`config.mk`:
```
export PLATFORM = sky130hd
export DESIGN_NAME = cam_req_arb_flat
export DESIGN_NICKNAME = d
export VERILOG_FILES = /design/src/rtl/cam_req_arb_if.sv /design/src/rtl/cam_req_arb.sv /design/src/flat_wrapper.sv
export SDC_FILE = /design/constraint.sdc
export NUM_CORES = 1
export LEC_CHECK = 0
export ABC_AREA = 1
export BUFFER_PORTS_ARGS = -buffer_cell sky130_fd_sc_hd__clkbuf_2
export CORE_ASPECT_RATIO = 1.5
export CORE_MARGIN = 2
export CORE_UTILIZATION = 41
export DETAILED_ROUTE_END_ITERATION = 8
export GPL_TIMING_DRIVEN = 0
export HOLD_SLACK_MARGIN = 0.02
export PLACE_DENSITY = 0.77
export SLEW_MARGIN = 10
export SYNTH_ARGS = -nofsm -noshare
export SYNTH_HDL_FRONTEND = slang
export SYNTH_SLANG_ARGS = --single-unit
```
`constraint.sdc`:
```
create_clock -name clk -period 1.17 [get_ports clk]
set_input_delay 0.1755 -clock clk [delete_from_list [all_inputs] [get_ports clk]]
set_output_delay 0.1755 -clock clk [all_outputs]
set_load 0.03 [all_outputs]
```
`src/rtl/cam_req_arb_if.sv`:
```
// Client/CAM bundle for cam_req_arb: two write clients, two lookup clients
// and the CAM write/compare port. slave = arbiter view, master = environment.
interface cam_req_arb_if #(
  parameter int DATA_WIDTH = 24,
  parameter int ADDR_WIDTH = 9
);
  logic                  wr_valid0, wr_valid1;
  logic                  wr_ready0, wr_ready1;
  logic                  wr_del0, wr_del1;
  logic [ADDR_WIDTH-1:0] wr_addr0, wr_addr1;
  logic [DATA_WIDTH-1:0] wr_data0, wr_data1;

  logic                  lk_valid0, lk_valid1;
  logic                  lk_ready0, lk_ready1;
  logic [DATA_WIDTH-1:0] lk_data0, lk_data1;

  logic                  rsp_valid0, rsp_valid1;
  logic                  rsp_match0, rsp_match1;
  logic [ADDR_WIDTH-1:0] rsp_addr0, rsp_addr1;

  logic [ADDR_WIDTH-1:0] write_addr;
  logic [DATA_WIDTH-1:0] write_data;
  logic                  write_delete, write_enable, write_busy;
  logic [DATA_WIDTH-1:0] compare_data;
  logic                  match;
  logic [ADDR_WIDTH-1:0] match_addr;

  modport slave (
    input  wr_valid0, wr_valid1, wr_del0, wr_del1, wr_addr0, wr_addr1, wr_data0, wr_data1,
    input  lk_valid0, lk_valid1, lk_data0, lk_data1,
    input  write_busy, match, match_addr,
    output wr_ready0, wr_ready1, lk_ready0, lk_ready1,
    output rsp_valid0, rsp_valid1, rsp_match0, rsp_match1, rsp_addr0, rsp_addr1,
    output write_addr, write_data, write_delete, write_enable, compare_data
  );

  modport master (
    output wr_valid0, wr_valid1, wr_del0, wr_del1, wr_addr0, wr_addr1, wr_data0, wr_data1,
    output lk_valid0, lk_valid1, lk_data0, lk_data1,
    output write_busy, match, match_addr,
    input  wr_ready0, wr_ready1, lk_ready0, lk_ready1,
    input  rsp_valid0, rsp_valid1, rsp_match0, rsp_match1, rsp_addr0, rsp_addr1,
    input  write_addr, write_data, write_delete, write_enable, compare_data
  );
endinterface

```
`src/rtl/cam_req_arb.sv`:
```
// Two-client round-robin arbiter in front of a CAM: serialises writes through
// an IDLE/ISSUE/WAIT FSM and pipelines lookups, routing results back by tag.
module cam_req_arb #(
  parameter int DATA_WIDTH    = 24,
  parameter int ADDR_WIDTH    = 9,
  parameter int MATCH_LATENCY = 1
) (
  input logic          clk,
  input logic          rst,
  cam_req_arb_if.slave bus
);
  // Stage 1 lines up with compare_data; the tail lines up with match.
  localparam int STAGES = MATCH_LATENCY + 1;

  typedef enum logic [1:0] {IDLE = 2'd0, ISSUE = 2'd1, WAIT = 2'd2} state_e;
  state_e state_q, state_d;

  logic [1:0]                 wr_vld, wr_del, lk_vld;
  logic [1:0][ADDR_WIDTH-1:0] wr_addr;
  logic [1:0][DATA_WIDTH-1:0] wr_data, lk_data;

  assign wr_vld  = {bus.wr_valid1, bus.wr_valid0};
  assign wr_del  = {bus.wr_del1, bus.wr_del0};
  assign wr_addr = {bus.wr_addr1, bus.wr_addr0};
  assign wr_data = {bus.wr_data1, bus.wr_data0};
  assign lk_vld  = {bus.lk_valid1, bus.lk_valid0};
  assign lk_data = {bus.lk_data1, bus.lk_data0};

  // On a tie the client not granted last wins; otherwise the sole requester.
  function automatic logic rr_pick(input logic [1:0] req, input logic last);
    return (req == 2'b11) ? ~last : req[1];
  endfunction

  logic wr_last_q, lk_last_q;
  logic wr_sel, lk_sel, wr_gnt, lk_acc;

  assign wr_sel = rr_pick(wr_vld, wr_last_q);
  assign lk_sel = rr_pick(lk_vld, lk_last_q);

  always_comb begin
    state_d = state_q;
    wr_gnt  = 1'b0;
    lk_acc  = 1'b0;
    case (state_q)
      IDLE: begin
        if (!bus.write_busy) begin
          wr_gnt = |wr_vld;
          lk_acc = |lk_vld;
          if (wr_gnt) state_d = ISSUE;
        end
      end
      ISSUE:   state_d = WAIT;
      WAIT:    if (!bus.write_busy) state_d = IDLE;
      default: state_d = IDLE;
    endcase
    // Handshakes are combinational, so keep them quiet while reset is held.
    if (!rst) begin
      state_d = IDLE;
      wr_gnt  = 1'b0;
      lk_acc  = 1'b0;
    end
  end

  logic [ADDR_WIDTH-1:0] waddr_q;
  logic [DATA_WIDTH-1:0] wdata_q, cmp_q;
  logic                  wdel_q;

  always_ff @(posedge clk) begin
    if (!rst) begin
      state_q   <= IDLE;
      waddr_q   <= '0;
      wdata_q   <= '0;
      wdel_q    <= 1'b0;
      cmp_q     <= '0;
      wr_last_q <= 1'b1;
      lk_last_q <= 1'b1;
    end else begin
      state_q <= state_d;
      if (wr_gnt) begin
        waddr_q   <= wr_addr[wr_sel];
        wdata_q   <= wr_data[wr_sel];
        wdel_q    <= wr_del[wr_sel];
        wr_last_q <= wr_sel;
      end
      if (lk_acc) begin
        cmp_q     <= lk_data[lk_sel];
        lk_last_q <= lk_sel;
      end
    end
  end

  logic [STAGES:1] vld_pipe, tag_pipe;

  always_ff @(posedge clk) begin
    if (!rst) begin
      vld_pipe <= '0;
      tag_pipe <= '0;
    end else begin
      vld_pipe <= {vld_pipe[STAGES-1:1], lk_acc};
      tag_pipe <= {tag_pipe[STAGES-1:1], lk_sel};
    end
  end

  logic [1:0]                 rsp_hit, rsp_match_q;
  logic [1:0][ADDR_WIDTH-1:0] rsp_addr_q;

  always_comb begin
    rsp_hit = '0;
    if (rst && vld_pipe[STAGES]) rsp_hit[tag_pipe[STAGES]] = 1'b1;
  end

  // The non-addressed client keeps showing its previous result.
  always_ff @(posedge clk) begin
    if (!rst) begin
      rsp_match_q <= '0;
      rsp_addr_q  <= '0;
    end else begin
      for (int c = 0; c < 2; c++) begin
        if (rsp_hit[c]) begin
          rsp_match_q[c] <= bus.match;
          rsp_addr_q[c]  <= bus.match_addr;
        end
      end
    end
  end

  assign bus.wr_ready0    = wr_gnt & ~wr_sel;
  assign bus.wr_ready1    = wr_gnt & wr_sel;
  assign bus.lk_ready0    = lk_acc & ~lk_sel;
  assign bus.lk_ready1    = lk_acc & lk_sel;
  assign bus.write_enable = rst & (state_q == ISSUE);
  assign bus.write_addr   = waddr_q;
  assign bus.write_data   = wdata_q;
  assign bus.write_delete = wdel_q;
  assign bus.compare_data = cmp_q;

  assign bus.rsp_valid0 = rsp_hit[0];
  assign bus.rsp_valid1 = rsp_hit[1];
  assign bus.rsp_match0 = rsp_hit[0] ? bus.match : rsp_match_q[0];
  assign bus.rsp_match1 = rsp_hit[1] ? bus.match : rsp_match_q[1];
  assign bus.rsp_addr0  = rsp_hit[0] ? bus.match_addr : rsp_addr_q[0];
  assign bus.rsp_addr1  = rsp_hit[1] ? bus.match_addr : rsp_addr_q[1];
endmodule

```
`src/flat_wrapper.sv`:
```
// flat-port wrapper written by rule: the top's interface ports become plain ports
module cam_req_arb_flat 
#(
  parameter int DATA_WIDTH    = 24,
  parameter int ADDR_WIDTH    = 9,
  parameter int MATCH_LATENCY = 1
)
  (clk, rst, bus_wr_valid0, bus_wr_valid1, bus_wr_del0, bus_wr_del1, bus_wr_addr0, bus_wr_addr1, bus_wr_data0, bus_wr_data1, bus_lk_valid0, bus_lk_valid1, bus_lk_data0, bus_lk_data1, bus_write_busy, bus_match, bus_match_addr, bus_wr_ready0, bus_wr_ready1, bus_lk_ready0, bus_lk_ready1, bus_rsp_valid0, bus_rsp_valid1, bus_rsp_match0, bus_rsp_match1, bus_rsp_addr0, bus_rsp_addr1, bus_write_addr, bus_write_data, bus_write_delete, bus_write_enable, bus_compare_data);
  cam_req_arb_if #(.DATA_WIDTH(DATA_WIDTH), .ADDR_WIDTH(ADDR_WIDTH)) bus_i ();
  input logic clk;
  input logic rst;
  input wire logic [$bits(bus_i.wr_valid0)-1:0] bus_wr_valid0;
  input wire logic [$bits(bus_i.wr_valid1)-1:0] bus_wr_valid1;
  input wire logic [$bits(bus_i.wr_del0)-1:0] bus_wr_del0;
  input wire logic [$bits(bus_i.wr_del1)-1:0] bus_wr_del1;
  input wire logic [$bits(bus_i.wr_addr0)-1:0] bus_wr_addr0;
  input wire logic [$bits(bus_i.wr_addr1)-1:0] bus_wr_addr1;
  input wire logic [$bits(bus_i.wr_data0)-1:0] bus_wr_data0;
  input wire logic [$bits(bus_i.wr_data1)-1:0] bus_wr_data1;
  input wire logic [$bits(bus_i.lk_valid0)-1:0] bus_lk_valid0;
  input wire logic [$bits(bus_i.lk_valid1)-1:0] bus_lk_valid1;
  input wire logic [$bits(bus_i.lk_data0)-1:0] bus_lk_data0;
  input wire logic [$bits(bus_i.lk_data1)-1:0] bus_lk_data1;
  input wire logic [$bits(bus_i.write_busy)-1:0] bus_write_busy;
  input wire logic [$bits(bus_i.match)-1:0] bus_match;
  input wire logic [$bits(bus_i.match_addr)-1:0] bus_match_addr;
  output wire logic [$bits(bus_i.wr_ready0)-1:0] bus_wr_ready0;
  output wire logic [$bits(bus_i.wr_ready1)-1:0] bus_wr_ready1;
  output wire logic [$bits(bus_i.lk_ready0)-1:0] bus_lk_ready0;
  output wire logic [$bits(bus_i.lk_ready1)-1:0] bus_lk_ready1;
  output wire logic [$bits(bus_i.rsp_valid0)-1:0] bus_rsp_valid0;
  output wire logic [$bits(bus_i.rsp_valid1)-1:0] bus_rsp_valid1;
  output wire logic [$bits(bus_i.rsp_match0)-1:0] bus_rsp_match0;
  output wire logic [$bits(bus_i.rsp_match1)-1:0] bus_rsp_match1;
  output wire logic [$bits(bus_i.rsp_addr0)-1:0] bus_rsp_addr0;
  output wire logic [$bits(bus_i.rsp_addr1)-1:0] bus_rsp_addr1;
  output wire logic [$bits(bus_i.write_addr)-1:0] bus_write_addr;
  output wire logic [$bits(bus_i.write_data)-1:0] bus_write_data;
  output wire logic [$bits(bus_i.write_delete)-1:0] bus_write_delete;
  output wire logic [$bits(bus_i.write_enable)-1:0] bus_write_enable;
  output wire logic [$bits(bus_i.compare_data)-1:0] bus_compare_data;
  assign bus_i.wr_valid0 = bus_wr_valid0;
  assign bus_i.wr_valid1 = bus_wr_valid1;
  assign bus_i.wr_del0 = bus_wr_del0;
  assign bus_i.wr_del1 = bus_wr_del1;
  assign bus_i.wr_addr0 = bus_wr_addr0;
  assign bus_i.wr_addr1 = bus_wr_addr1;
  assign bus_i.wr_data0 = bus_wr_data0;
  assign bus_i.wr_data1 = bus_wr_data1;
  assign bus_i.lk_valid0 = bus_lk_valid0;
  assign bus_i.lk_valid1 = bus_lk_valid1;
  assign bus_i.lk_data0 = bus_lk_data0;
  assign bus_i.lk_data1 = bus_lk_data1;
  assign bus_i.write_busy = bus_write_busy;
  assign bus_i.match = bus_match;
  assign bus_i.match_addr = bus_match_addr;
  assign bus_wr_ready0 = bus_i.wr_ready0;
  assign bus_wr_ready1 = bus_i.wr_ready1;
  assign bus_lk_ready0 = bus_i.lk_ready0;
  assign bus_lk_ready1 = bus_i.lk_ready1;
  assign bus_rsp_valid0 = bus_i.rsp_valid0;
  assign bus_rsp_valid1 = bus_i.rsp_valid1;
  assign bus_rsp_match0 = bus_i.rsp_match0;
  assign bus_rsp_match1 = bus_i.rsp_match1;
  assign bus_rsp_addr0 = bus_i.rsp_addr0;
  assign bus_rsp_addr1 = bus_i.rsp_addr1;
  assign bus_write_addr = bus_i.write_addr;
  assign bus_write_data = bus_i.write_data;
  assign bus_write_delete = bus_i.write_delete;
  assign bus_write_enable = bus_i.write_enable;
  assign bus_compare_data = bus_i.compare_data;
  cam_req_arb #(.DATA_WIDTH(DATA_WIDTH), .ADDR_WIDTH(ADDR_WIDTH), .MATCH_LATENCY(MATCH_LATENCY)) u_core (.clk(clk), .rst(rst), .bus(bus_i));
endmodule
```
==> impl_metrics.env <==
export IMPL_wl_mm=14.08
export IMPL_timing_final_ws_setup_ns=-0.4506
export IMPL_grt_usage_pct=25.27
export IMPL_violations="negative setup slack"
export IMPL_totalPowerFinal_mw=8.631
export IMPL_crit_required_ns=0.99
export IMPL_clockBufferDepth=2
export IMPL_fin_worst_skew_ns=0.006672
export IMPL_cap_violations=0
export IMPL_io_pins=218
export IMPL_row_count=44
export IMPL_vias=4888
export IMPL_hold_class="input pin to flip-flop"
export IMPL_synth_fp_nets=762
export IMPL_synth_area_per_cell_um2=6.497
export IMPL_reg2reg_depth=8
export IMPL_leakagePower_nw=3.830
export IMPL_layout_drive_gt1_share_pct=45.95
export IMPL_worstSetupStartpointType="flip-flop"
export IMPL_cp_top_family="buffers and inverters"
export IMPL_hold_violations=0
export IMPL_finalCritPeriodShare_pct=138.5
export IMPL_initial_core_util_pct=42.17
export IMPL_finalCriticalPeriod_ns=1.621
export IMPL_route_detailed_drc=0
export IMPL_endpoint="bus_rsp_addr0[2]"
export IMPL_fmax_mhz=617.0
export IMPL_timing_reg2reg_setup_slack_ns=-0.26
export IMPL_synth_edf_count=0
export IMPL_r2r_end="u_core.bus.write_addr[8]"
export IMPL_r2r_start="u_core.state_q[0]"
export IMPL_clkTransAtPathRegs_ns=0.06
export IMPL_cp_max_fo=5
export IMPL_synth_cell_type_count=20
export IMPL_critical_path_depth=6
export IMPL_netlist_area_mm2=0.004086
export IMPL_setup_violations=89
export IMPL_power_density_mw_per_mm2=1279
export IMPL_firstDrtPassIters=4
export IMPL_place_congestion=0.9166
export IMPL_stdcell_count=1003
export IMPL_clk_latency_ns=0.34
export IMPL_syn_inst=629
export IMPL_slew_violations=0
export IMPL_post_drt_wl_per_cell_um=14.04
export IMPL_antenna_found_initial=0
export IMPL_use_met3_pct=6.094
export IMPL_synth_commonest_cells="259 x nand2_1, 119 x nand3_1, 86 x dfxtp_1, 58 x inv_1, 31 x nor2_1"
export IMPL_multi_input_area_mm2=0.002349
export IMPL_synth_main_ff_cell="dfxtp_1"
export IMPL_hpwlAfterDp_mm=9.576
export IMPL_fin_nets=1016
export IMPL_fill_cells=832
export IMPL_cts_buffers=9
export IMPL_ys_top_cells_by_area="dfxtp_1 42%, nand2_1 24%, nand3_1 15%"
export IMPL_dp_cells=959
export IMPL_die_area_mm2=0.01080
export IMPL_slew_limit_headroom_pct=63.29
export IMPL_die_height_um=126.3
export IMPL_cts_tree="done"
export IMPL_synth_top_area_cell="dfxtp_1"
export IMPL_worstMarginPinSlew_ns=0.5507
export IMPL_yosysSeqAreaShare_pct=42.13
export IMPL_diodes=0
export IMPL_ant_nets=0
export IMPL_initialDrtViolationCount=154
export IMPL_grt_pass1_wl_mm=21.79
export IMPL_yosysWarnings=0
export IMPL_rsz0062_at_grt="yes"
export IMPL_status="finished with violations"
export IMPL_cp_slowest_cell="dfxtp_2"
export IMPL_grt_max_degree=15
export IMPL_netlist_area_leader_share_pct=42.13
export IMPL_die_x_um=85.52
export IMPL_yosysMostFrequentCell="nand2_1"
export IMPL_path_cells="inv_2 -> nand3_4 -> buf_8 -> o21ai_2 -> inv_1 -> clkbuf_8"
export IMPL_overflow=0
export IMPL_cp_arrival_ns=1.45
export IMPL_top_usage_layer="met2"
export IMPL_dpl_worst_slack_ns=-0.3347
export IMPL_portBuffers=215
export IMPL_irDropWorstVdd_mv=1.216
export IMPL_path_class="flip-flop to output port"
export IMPL_via_per_inst=4.873
export IMPL_synthArstFlopShare_pct=0
export IMPL_grt_util_met2_pct=46.37
export IMPL_startpoint="u_core.tag_pipe[2]"
export IMPL_use_met1_pct=27.38
export IMPL_core_area_mm2=0.009689
export IMPL_root_buffer="clkbuf_16"
export IMPL_area_growth_syn_to_layout_pct=65.09
export IMPL_cts_sinks=86
export IMPL_grt_pass1_vias=4763
export IMPL_max_stage_delay_ns=0.34
export IMPL_tns_ns=-21.24
export IMPL_end_kind="output port"
export IMPL_ys_ff_latch=86
export IMPL_htreeDepth=3
export IMPL_cp_buffers_inverters=4
export IMPL_ff_latch_area_mm2=0.001734
[kinds of logic (layout without fill, tap and decap cells)]
family                 Yosys count  after routing  share of synthesized area [%]
and+or+nand+nor                422            422                          44.52
buffers and inverters          100            359                          10.78
DFF                             86             86                          42.13
AOI/OAI and AO/OA               21             21                          2.572
[metal layers]
metal / up-vias / routed length [um] / part of all wire, %
met5: - / 0 / 0
met4: 0 / 439 / 3.1
met3: 36 / 834 / 5.9
met2: 172 / 7397 / 53
met1: 2212 / 5410 / 38
li1: 2468 / - / -
[layout make-up]
type,instances,area share (%)
well taps,115,2.133
clock inverters,5,1.910
clock buffers,11,3.598
plain buffers,39,4.321
multi-input cells,443,34.81
repair buffers,244,24.11
flip-flops and latches,86,25.70
inverters,60,3.412
[sequential cells by signal, indices dropped and copies added, names as in the netlist]
register,cells
u_core.bus.write_delete,1
u_core.bus.write_addr,9
u_core.state_q,2
u_core.rsp_match_q,2
u_core.bus.compare_data,24
u_core.rsp_addr_q,18
u_core.bus.write_data,24
u_core.tag_pipe,2
u_core.vld_pipe,2
u_core.lk_last_q,1
u_core.wr_last_q,1
[power by group]
group	internal, mW	switching, mW	leakage (nW)	total [mW]
combinational	0.712	1.18	2.95	1.89
clock	2.37	1.18	0.180	3.55
sequential	3.10	0.0913	0.704	3.19
[cells in the final DEF, fill, tap and decap left out]
cell type,n
o21ai_4,17
clkbuf_8,8
clkbuf_2,191
nand3_4,4
or2_4,1
nand3_1,116
o21ai_2,3
nand2_1,206
nand3_2,1
buf_8,30
dfxtp_4,2
nand2_4,5
nor2_1,27
nor3_4,1
buf_2,8
inv_2,24
clkbuf_16,9
nand4_1,3
dfxtp_2,4
nor2_4,3
inv_6,1
inv_4,2
a21oi_1,1
clkbuf_1,10
dfxtp_1,80
bufinv_16,4
nor2_2,2
nor2_8,2
buf_6,18
buf_4,17
buf_1,3
inv_1,34
nand2_2,51
[per-stage QoR]
| step | util [%] | area [um^2] | hold slack [ns] |
|---|---|---|---|
| after detailed placement | 55.24 | 5353 | 0.3947 |
| after global routing | 69.63 | 6746 | 0.1264 |
| after CTS | 66.96 | 6487 | 0.1082 |
| after global placement | 55.24 | 5353 | 0.3961 |
| final | 69.63 | 6746 | 0.1170 |
| after floorplan | - | 4133 | 0.3400 |
[how the worst min path moves through the flow]
stage                                  start                           to  slack, ns  depth (start not counted)
final                        bus_lk_data0[2]   u_core.bus.compare_data[2]       0.12                          5
after global routing        bus_lk_data0[14]  u_core.bus.compare_data[14]       0.13                          5
after global placement    u_core.vld_pipe[1]           u_core.vld_pipe[2]       0.40                          2
after CTS                    bus_lk_data0[2]   u_core.bus.compare_data[2]       0.11                          5
after floorplan               bus_write_busy            u_core.state_q[1]       0.34                          2
after detailed placement  u_core.vld_pipe[1]           u_core.vld_pipe[2]       0.39                          2
[worst reg2reg max path: cells and delay by family, from the launching register on]
kind	cells	cell delay [ns]
simple gates	5	0.63
buf+inv	3	0.40
flops	1	0.35
[repair_timing]
action	CTS	global route
endpoints found under the setup margin	88	89
cloned	7	2
resized for setup	178	102
hold buffers	0	0
pin swaps	12	13
setup buffers	19	8
No activity file was read; power rests on OpenSTA's default activity.
